<file path="config.mk">
export PLATFORM = sky130hd
export DESIGN_NAME = fetch_queue
export DESIGN_NICKNAME = d
export VERILOG_FILES = /design/src/rtl/fetch_queue.sv
export SDC_FILE = /design/constraint.sdc
export NUM_CORES = 1
export LEC_CHECK = 0
export ABC_CLOCK_PERIOD_IN_PS = 15900
export BUFFER_PORTS_ARGS = -buffer_cell sky130_fd_sc_hd__clkbuf_2
export CAP_MARGIN = 5
export CELL_PAD_IN_SITES_DETAIL_PLACEMENT = 1
export CELL_PAD_IN_SITES_GLOBAL_PLACEMENT = 1
export CORE_ASPECT_RATIO = 0.9
export CORE_MARGIN = 5
export CORE_UTILIZATION = 55
export DETAILED_ROUTE_END_ITERATION = 7
export PLACE_DENSITY_LB_ADDON = 0.1
export SETUP_SLACK_MARGIN = 0.02
export SYNTH_ARGS = -nofsm -noshare
export SYNTH_HDL_FRONTEND = slang
export SYNTH_SLANG_ARGS = --single-unit
export TNS_END_PERCENT = 50
</file>
<file path="constraint.sdc">
create_clock -name clockIn -period 15.9 [get_ports clockIn]
set_input_delay 0.795 -clock clockIn [delete_from_list [all_inputs] [get_ports clockIn]]
set_output_delay 0.795 -clock clockIn [all_outputs]
set_load 0.01 [all_outputs]
</file>
<file path="src/rtl/fetch_queue.sv">
// Instruction fetch queue: walks the fetch address forward on icache hits and buffers
// {pc, inst} pairs in a circular queue for the decoder, with redirect and flush support.
module fetch_queue #(
   parameter int unsigned QUEUE_WIDTH = 3,
   parameter logic [31:0] RESET_PC    = 32'h0
) (
   input  logic                 clockIn,
   input  logic                 resetIn,
   input  logic                 readyIn,
   output logic [31:0]          fetchOut,
   input  logic                 hit,
   input  logic [31:0]          icacheIn,
   output logic                 deqValid,
   output logic [31:0]          deqInst,
   output logic [31:0]          deqPC,
   input  logic                 deqReady,
   input  logic                 redirectFlag,
   input  logic [31:0]          redirectPC,
   input  logic                 clearIn,
   input  logic [31:0]          setPCVal,
   output logic [QUEUE_WIDTH:0] countOut,
   output logic                 fullOut,
   output logic                 emptyOut
);

   localparam int unsigned Depth = 1 << QUEUE_WIDTH;

   logic [QUEUE_WIDTH-1:0] head_q, head_d;
   logic [QUEUE_WIDTH-1:0] tail_q, tail_d;
   logic [QUEUE_WIDTH:0]   count_q, count_d;
   logic [31:0]            fetch_q, fetch_d;
   logic [31:0]            pc_mem_q   [Depth];
   logic [31:0]            inst_mem_q [Depth];

   logic empty, full;
   logic flush, redirect, enq, deq;

   always_comb begin
      empty = (count_q == '0);
      full  = (count_q == (QUEUE_WIDTH+1)'(Depth));

      // A redirect with nothing at the head has no jumping instruction behind it, so it is ignored.
      flush    = readyIn & clearIn;
      redirect = readyIn & ~clearIn & redirectFlag & ~empty;
      enq      = readyIn & ~clearIn & ~redirect & hit & ~full;
      deq      = readyIn & ~clearIn & ~redirect & deqReady & ~empty;

      head_d  = head_q;
      tail_d  = tail_q;
      count_d = count_q;
      fetch_d = fetch_q;

      if (flush || redirect) begin
         head_d  = tail_q;
         count_d = '0;
         fetch_d = flush ? setPCVal : redirectPC;
      end else begin
         if (enq) begin
            tail_d  = tail_q + QUEUE_WIDTH'(1);
            fetch_d = fetch_q + 32'd4;
         end
         if (deq) begin
            head_d = head_q + QUEUE_WIDTH'(1);
         end
         unique case ({enq, deq})
            2'b10:   count_d = count_q + (QUEUE_WIDTH+1)'(1);
            2'b01:   count_d = count_q - (QUEUE_WIDTH+1)'(1);
            default: count_d = count_q;
         endcase
      end
   end

   always_ff @(posedge clockIn) begin
      if (!resetIn) begin
         head_q  <= '0;
         tail_q  <= '0;
         count_q <= '0;
         fetch_q <= RESET_PC;
      end else begin
         head_q  <= head_d;
         tail_q  <= tail_d;
         count_q <= count_d;
         fetch_q <= fetch_d;
      end
   end

   // Storage needs no reset; the head is masked to zero whenever the queue is empty.
   always_ff @(posedge clockIn) begin
      if (resetIn && enq) begin
         pc_mem_q[tail_q]   <= fetch_q;
         inst_mem_q[tail_q] <= icacheIn;
      end
   end

   always_comb begin
      fetchOut = fetch_q;
      countOut = count_q;
      fullOut  = full;
      emptyOut = empty;
      deqValid = ~empty;
      deqPC    = empty ? 32'h0 : pc_mem_q[head_q];
      deqInst  = empty ? 32'h0 : inst_mem_q[head_q];
   end

endmodule

</file>
==> impl_metrics.csv, run 1 <==
group,metric,value,unit
status,run_status,"completed",
detailed_routing,ant_nets,0,
worst_setup_path,slowest_delay,0.89,ns
detailed_routing,dr.first_iter.drc_count,987,
worst_setup_path,reg2reg_slack,12.07,ns
pwr,swShare,20.83,%
worst_setup_path,cp_data_arrival_time,4.33,ns
clock_network,cts_buffer_depth,3,
pwr,seq_power_share,52.5,%
placed_design,port_buffers,205,
timing,slew-limit-headroom,24.40,%
placed_design,dp_hpwl,30770,um
floorplanning,die_area,0.04463,sq mm
clock_network,cts_tree,"done",
hold_path,min_from,"icacheIn[13]",
pwr,power_leakage,8.536,nW
yosys,synth.net_count,1304,
yosys,syn_avg_cell_area,18.64,sq um
detailed_routing,avgRoutedWirePerCell,26.87,um
clock_network,ctsHoldBuffers,0,
clock_network,post_cts_buffers,0,
final_layout,regArea,0.01629,sq mm
pwr,pwr-share-comb,4.3,%
timing,layout_worst_path_cycle_share,32.24,%
timing,finClkSkew,0.02116,ns
yosys,synth_edf_count,512,
floorplanning,rows,70,
final_layout,n_antenna_cell,0,
clock_network,cts-resized-gates,0,
floorplanning,io_pins,206,
yosys,yosysTopAreaCellShare,69.02,%
pwr,p_per_area,121.9,mW/mm^2
clock_network,clk_pin_slew,0.07,ns
timing,maxSlewViolCount,0,
clock_network,insertion_delay,0.61,ns
worst_setup_path,cp-start-kind,"flip-flop",
final_layout,drive_above_1_share,31.80,%
worst_setup_path,critPathKind,"reg2out",
pwr,switching_power,0.6545,mW
yosys,synth_ff_type,"edfxtp_1",
grt,grt_pass1_wl,82380,um
worst_setup_path,worstPathMaxFanout,48,
pwr,ir_worst_vdd,0.09108,mV
final_layout,syn_to_final_growth,15.75,%
detailed_routing,avgViaCountPerCell,6.079,
placed_design,place_ws,11.24,ns
worst_setup_path,crit_buf_inv,3,
detailed_routing,post-route-drc-count,0,
clock_network,cts.htree.levels,2,
detailed_routing,drt-pass1-iter-count,5,
worst_setup_path,critPathTopFamily,"buffers and inverters",
yosys,ys_warn_count,0,
worst_setup_path,rr_startpoint,"countOut[0]",
floorplanning,core-area,0.04038,sq mm
yosys,yosys-top-cells-count,"edfxtp_1, mux4_2, nor2_1, mux2i_1, nand2_1",
floorplanning,die_h,200.9,um
clock_network,cts_sinks,557,
placed_design,place_congestion,0.7991,
grt,track_usage,24.14,%
yosys,synth_area_leader_cell,"edfxtp_1",
timing,fin_setup_tns,0,ns
timing,worst_pin_slew,1.134,ns
floorplanning,fp.dieW,222.1,um
grt,grt-ovfl-total,0,
worst_setup_path,critPathRequiredTime,15.11,ns
final_layout,multi_input_area,0.005702,sq mm
yosys,synth_area_leaders,"edfxtp_1, mux4_2, dfxtp_1",
timing,setup_viol,0,
worst_setup_path,crit_path_frequent_cell,"buf_4",
clock_network,clockRootBuffer,"clkbuf_16",
worst_setup_path,path_cells,"buf_4, buf_4, mux4_2, mux2i_1, nor2_1, clkbuf_2",
yosys,yosys.cell_types.count,59,
yosys,netlist_area,0.02228,sq mm
yosys,yosysMostFrequentCell,"edfxtp_1",
detailed_routing,route.vias.total,12120,
final_layout,fillers,3492,
timing,rsz0062_at_grt,"false",
clock_network,numCtsBuffers,55,
detailed_routing,drt_wl_total,53560,um
yosys,seq_area_frac_synth,73.06,%
hold_path,hold_path.class,"in2reg",
yosys,synth_cells,1195,
run,drv_cap,0,
final_layout,nets,1516,
timing,fin_ws,10.77,ns
grt,grt_pass1_vias,13020,
timing,period_needed,5.126,ns
yosys,async_flop_share,0,%
grt,antenna_found_initial,0,
grt,grt_max_degree,71,
yosys,ys_ff_latch,557,
worst_setup_path,end_kind,"output pin",
pwr,intPower,2.488,mW
timing,hold_violations,0,
floorplanning,start_util,55.17,%
pwr,p_clk_share,43.2,%
worst_setup_path,crit_path_top_delay_cell,"dfxtp_4",
timing,clock.fmax,0.1951,GHz
sequential cells by signal (all words and copies together) (netlist names), named ones only:
name / cells
fetchOut: 32
inst_mem_q: 256
pc_mem_q: 256
countOut: 4
tail_q: 3
head_q: 3
worst register-to-register path, cell delays in order, from the launching register on:
cell	delay (ns)
dfxtp_1	0.42
o41ai_1	0.65
nor3b_2	0.27
buf_4	0.21
nand2_1	0.22
nor2_4	0.91
buf_4	0.69
metal layers:
layer / GRT usage (%) / up-vias / wire, um
li1: - / 5284 / -
met1: 34.34 / 6404 / 22870
met2: 40.29 / 362 / 27040
met3: 3.348 / 65 / 2652
met4: 6.031 / 0 / 993
met5: 0 / - / 0
path summary, 6_finish.rpt:
check | endpoint | cells past startpoint
max reg2reg | pc_mem_q[7][7] | 6
min reg2reg | flip-flop | 2
min | inst_mem_q[6][13] | 1
max | deqInst[16] | 6
power by group through the flow:
stage	Sequential (mW)	Clock [mW]	Combinational, mW
floorplan	1.67	0	0.0809
CTS	1.65	1.38	0.136
finish	1.65	1.36	0.134
global route	1.65	1.46	0.146
global placement	1.68	0	0.131
detailed placement	1.68	0	0.135
layout by cell type (no fill, tap or decap), types with 5 or more instances in the layout:
cell and count:
nand4_1 13, xor2_1 9, nor2_1 75, nand3_1 31
inv_1 9, edfxtp_1 512, bufinv_16 10, o21ai_0 9
a21oi_1 31, clkbuf_1 9, buf_4 19, nor3_1 6
o221ai_1 13, mux4_2 128, a31oi_1 12, clkinvlp_4 6
o221a_2 6, mux2i_1 66, xnor2_1 7, dfxtp_1 42
and3_1 7, clkbuf_2 205, nand2_1 63, o211a_1 8
clkinv_1 14, ha_1 6, and2_1 5, clkbuf_16 56
cell type report:
cell class,count,share of cell area (%)
Timing Repair Buffer,224,4.532
Sequential cell,557,63.16
Multi-Input combinational cell,557,22.11
Tap cell,540,2.620
Clock buffer,66,5.619
Clock inverter,37,1.781
Inverter,12,0.1747
cells by family (layout without fill, tap and decap cells):
logic type                 Yosys count  after routing  share of synthesized area [%]
xor gates and xnor gates            16             16                         0.6291
and+or+nand+nor                    235            235                          5.033
DFF                                557            557                          73.06
AOI/OAI and AO/OA                  105            105                          3.409
buffers and inverters               81            339                          1.573
muxes                              195            195                          15.96
adders and majority gates            6              6                         0.3370
through the flow:
| stage | area [sq um] | hold slack [ns] | util [%] | instances | power, mW |
|---|---|---|---|---|---|
| 6_report | 25790 | 0.4581 | 63.86 | 1993 | 3.142 |
| 5_1_grt | 25790 | 0.4627 | 63.86 | 1993 | 3.255 |
| 3_5_place_dp | 23880 | 0.4631 | 59.14 | 1890 | 1.816 |
| 3_3_place_gp | 23880 | 0.4423 | 59.14 | 1890 | 1.809 |
| 2_1_floorplan | 22280 | 0.4401 | - | 1195 | 1.747 |
| 4_1_cts | 25790 | 0.4368 | 63.86 | 1993 | 3.166 |
No activity file was read; power rests on OpenSTA's default activity.
==> run 2, diff against run 1 <==
--- a/config.mk
+++ b/config.mk
@@ -5,14 +5,14 @@
 export SDC_FILE = /design/constraint.sdc
 export NUM_CORES = 1
 export LEC_CHECK = 0
-export ABC_CLOCK_PERIOD_IN_PS = 15900
+export ABC_CLOCK_PERIOD_IN_PS = 4990
 export BUFFER_PORTS_ARGS = -buffer_cell sky130_fd_sc_hd__clkbuf_2
 export CAP_MARGIN = 5
 export CELL_PAD_IN_SITES_DETAIL_PLACEMENT = 1
 export CELL_PAD_IN_SITES_GLOBAL_PLACEMENT = 1
 export CORE_ASPECT_RATIO = 0.9
 export CORE_MARGIN = 5
-export CORE_UTILIZATION = 55
+export CORE_UTILIZATION = 51
 export DETAILED_ROUTE_END_ITERATION = 7
 export PLACE_DENSITY_LB_ADDON = 0.1
 export SETUP_SLACK_MARGIN = 0.02
==> constraint.sdc (replaced) <==
create_clock -name clockIn -period 4.99 [get_ports clockIn]
set_input_delay 0.2495 -clock clockIn [delete_from_list [all_inputs] [get_ports clockIn]]
set_output_delay 0.2495 -clock clockIn [all_outputs]
set_load 0.01 [all_outputs]
==> run 2 against run 1 <==
- sequential share of layout area shrank 0.73 points
- critical path type is now reg2reg
- first-iteration DRC count shrank 4.6%
- setup slack worse by 9.6 ns
- clock-buffer cell count rose by 11
- cell area grew 1.2%
- register-to-register slack got worse by 11 ns
- total power increased to 3.1 times the previous value
- die area rose by 7.5%
==> impl_metrics.csv, run 2 (synthesis results as in run 1) <==
group,metric,value,unit
status,run_status,"completed",
timing,fin_ws,1.135,ns
clock_network,cts_sinks,557,
clock_network,post_cts_buffers,0,
detailed_routing,drt-pass1-iter-count,5,
final_layout,fin_util,60.59,%
worst_setup_path,critPathKind,"reg2reg",
worst_setup_path,slowest_delay,0.93,ns
clock_network,numCtsBuffers,55,
timing,maxSlewViolCount,0,
pwr,ir_worst_vdd,0.2379,mV
worst_setup_path,path_cells,"o41ai_1, nor3b_2, inv_2, nor3_2, buf_4",
grt,antenna_found_initial,0,
detailed_routing,drt_wl_total,53670,um
pwr,swShare,20.79,%
detailed_routing,route.vias.total,12230,
pwr,switching_power,2.032,mW
grt,grt_max_degree,108,
clock_network,cts-resized-gates,0,
detailed_routing,ant_nets,0,
final_layout,nets,1555,
clock_network,cts_buffer_depth,3,
clock_network,cts.htree.levels,2,
timing,clock.fmax,0.2594,GHz
timing,layout_worst_path_cycle_share,77.26,%
grt,track_usage,22.45,%
worst_setup_path,crit_path_top_delay_cell,"buf_4",
floorplanning,core-area,0.04306,sq mm
hold_path,min_to,"fetchOut[8]",
final_layout,final_cell_mix,"edfxtp_1, clkbuf_2, mux4_2, nor2_1, mux2i_1",
hold_path,min_from,"redirectPC[8]",
timing,period_needed,3.855,ns
pwr,pwr-share-comb,4.7,%
detailed_routing,dr.first_iter.drc_count,942,
worst_setup_path,rr_startpoint,"countOut[0]",
floorplanning,fp.dieW,230.3,um
final_layout,drive_above_1_share,30.60,%
detailed_routing,avgViaCountPerCell,5.978,
detailed_routing,avgRoutedWirePerCell,26.25,um
clock_network,clk_pin_slew,0.06,ns
timing,slew-limit-headroom,20.25,%
floorplanning,io_pins,206,
timing,worst_pin_slew,1.196,ns
detailed_routing,post-route-drc-count,0,
grt,grt_pass1_vias,13310,
worst_setup_path,reg2reg_slack,1.13,ns
hold_path,hold_path.class,"in2reg",
clock_network,ctsHoldBuffers,37,
floorplanning,die_area,0.04796,sq mm
placed_design,place_ws,1.142,ns
clock_network,insertion_delay,0.58,ns
pwr,intPower,7.742,mW
grt,grt_pass1_wl,82660,um
clock_network,cts_tree,"done",
placed_design,dp_hpwl,30560,um
placed_design,place_congestion,0.7763,
run,drv_cap,0,
final_layout,stdcell_count,2045,
worst_setup_path,cp_data_arrival_time,4.05,ns
worst_setup_path,cp-start-kind,"flip-flop",
worst_setup_path,r2r_end,"inst_mem_q[6][24]",
floorplanning,die_h,208.3,um
grt,grt-ovfl-total,0,
pwr,seq_power_share,53.7,%
worst_setup_path,critPathRequiredTime,5.18,ns
timing,fin_setup_tns,0,ns
worst_setup_path,worstPathMaxFanout,64,
timing,rsz0062_at_grt,"false",
worst_setup_path,rr_worst_depth,5,
placed_design,dp_cells,1907,
timing,setup_viol,0,
pwr,p_per_area,374.7,mW/mm^2
floorplanning,rows,72,
pwr,power,9.775,mW
clock_network,clockRootBuffer,"clkbuf_16",
timing,finClkSkew,0.01189,ns
floorplanning,start_util,51.73,%
worst_setup_path,end_kind,"flip-flop",
placed_design,port_buffers,205,
hold_path,hold_depth,5,
final_layout,syn_to_final_growth,17.11,%
final_layout,layout_commonest_cell,"edfxtp_1",
final_layout,n_antenna_cell,0,
pwr,power_leakage,8.644,nW
timing,hold_violations,0,
pwr,p_clk_share,41.5,%
[run 2: cell count changes in the layout (fill, tap and decap cells not counted), moves of 2 or more]
cell | before | now
dlygate4sd3_1 | 0 | 37
clkbuf_1 | 9 | 19
bufinv_16 | 10 | 6
clkinv_1 | 14 | 10
clkinvlp_4 | 6 | 3
buf_12 | 0 | 2
clkbuf_8 | 1 | 3
nor4_2 | 3 | 1
nor4_4 | 0 | 2
[run 2: power groups by stage]
stage	Clock, mW	Combinational, mW	Sequential, mW
after floorplan	0	0.258	5.31
after global placement	0	0.431	5.35
after detailed placement	0	0.441	5.35
after CTS	4.15	0.468	5.25
after global routing	4.38	0.503	5.26
final	4.06	0.460	5.25
[run 2: routing by layer]
layer	vias up	share of wire (%)	GRT usage (%)	wire [um]
li1	5367	-	-	-
met1	6442	44	32.39	23390
met2	353	50	36.90	26660
met3	63	5.0	3.203	2668
met4	0	1.8	5.379	961
met5	-	0	0	0
[run 2: worst max-delay path by stage]
stage / cells past startpoint / endpoint / slack [ns] / startpoint
3_5_place_dp: 5 / inst_mem_q[6][5] / 1.14 / countOut[0]
6_report: 5 / inst_mem_q[6][24] / 1.13 / countOut[0]
4_1_cts: 5 / pc_mem_q[6][3] / 1.16 / countOut[0]
3_3_place_gp: 5 / inst_mem_q[2][8] / 1.38 / countOut[0]
2_1_floorplan: 6 / inst_mem_q[3][0] / -1.48 / countOut[0]
5_1_grt: 10 / countOut[2] / 0.96 / countOut[0]
[run 2: layout make-up]
class | instances | area, sq um
inverters | 12 | 46.29
repair buffers | 263 | 1579
clock buffers | 77 | 1489
fillers | 3847 | 16970
multi-input cells | 557 | 5719
well taps | 555 | 694.4
clock inverters | 24 | 274.0
flip-flops and latches | 557 | 16290
[run 2: metrics by stage]
stage	instance area (sq um)	hold slack [ns]
after floorplan	22290	0.3484
after global placement	23960	0.4567
after detailed placement	23960	0.4750
after CTS	26090	0.005200
after global routing	26090	0.03926
final	26090	0.02299
[run 2: critical path, delay by kind of cell, from the launching register on]
kind | cells | cell delay, ns
buffers and inverters | 2 | 1.27
flip-flops | 1 | 0.42
AND/OR/NAND/NOR | 2 | 1.04
AO/OA/AOI/OAI | 1 | 0.69
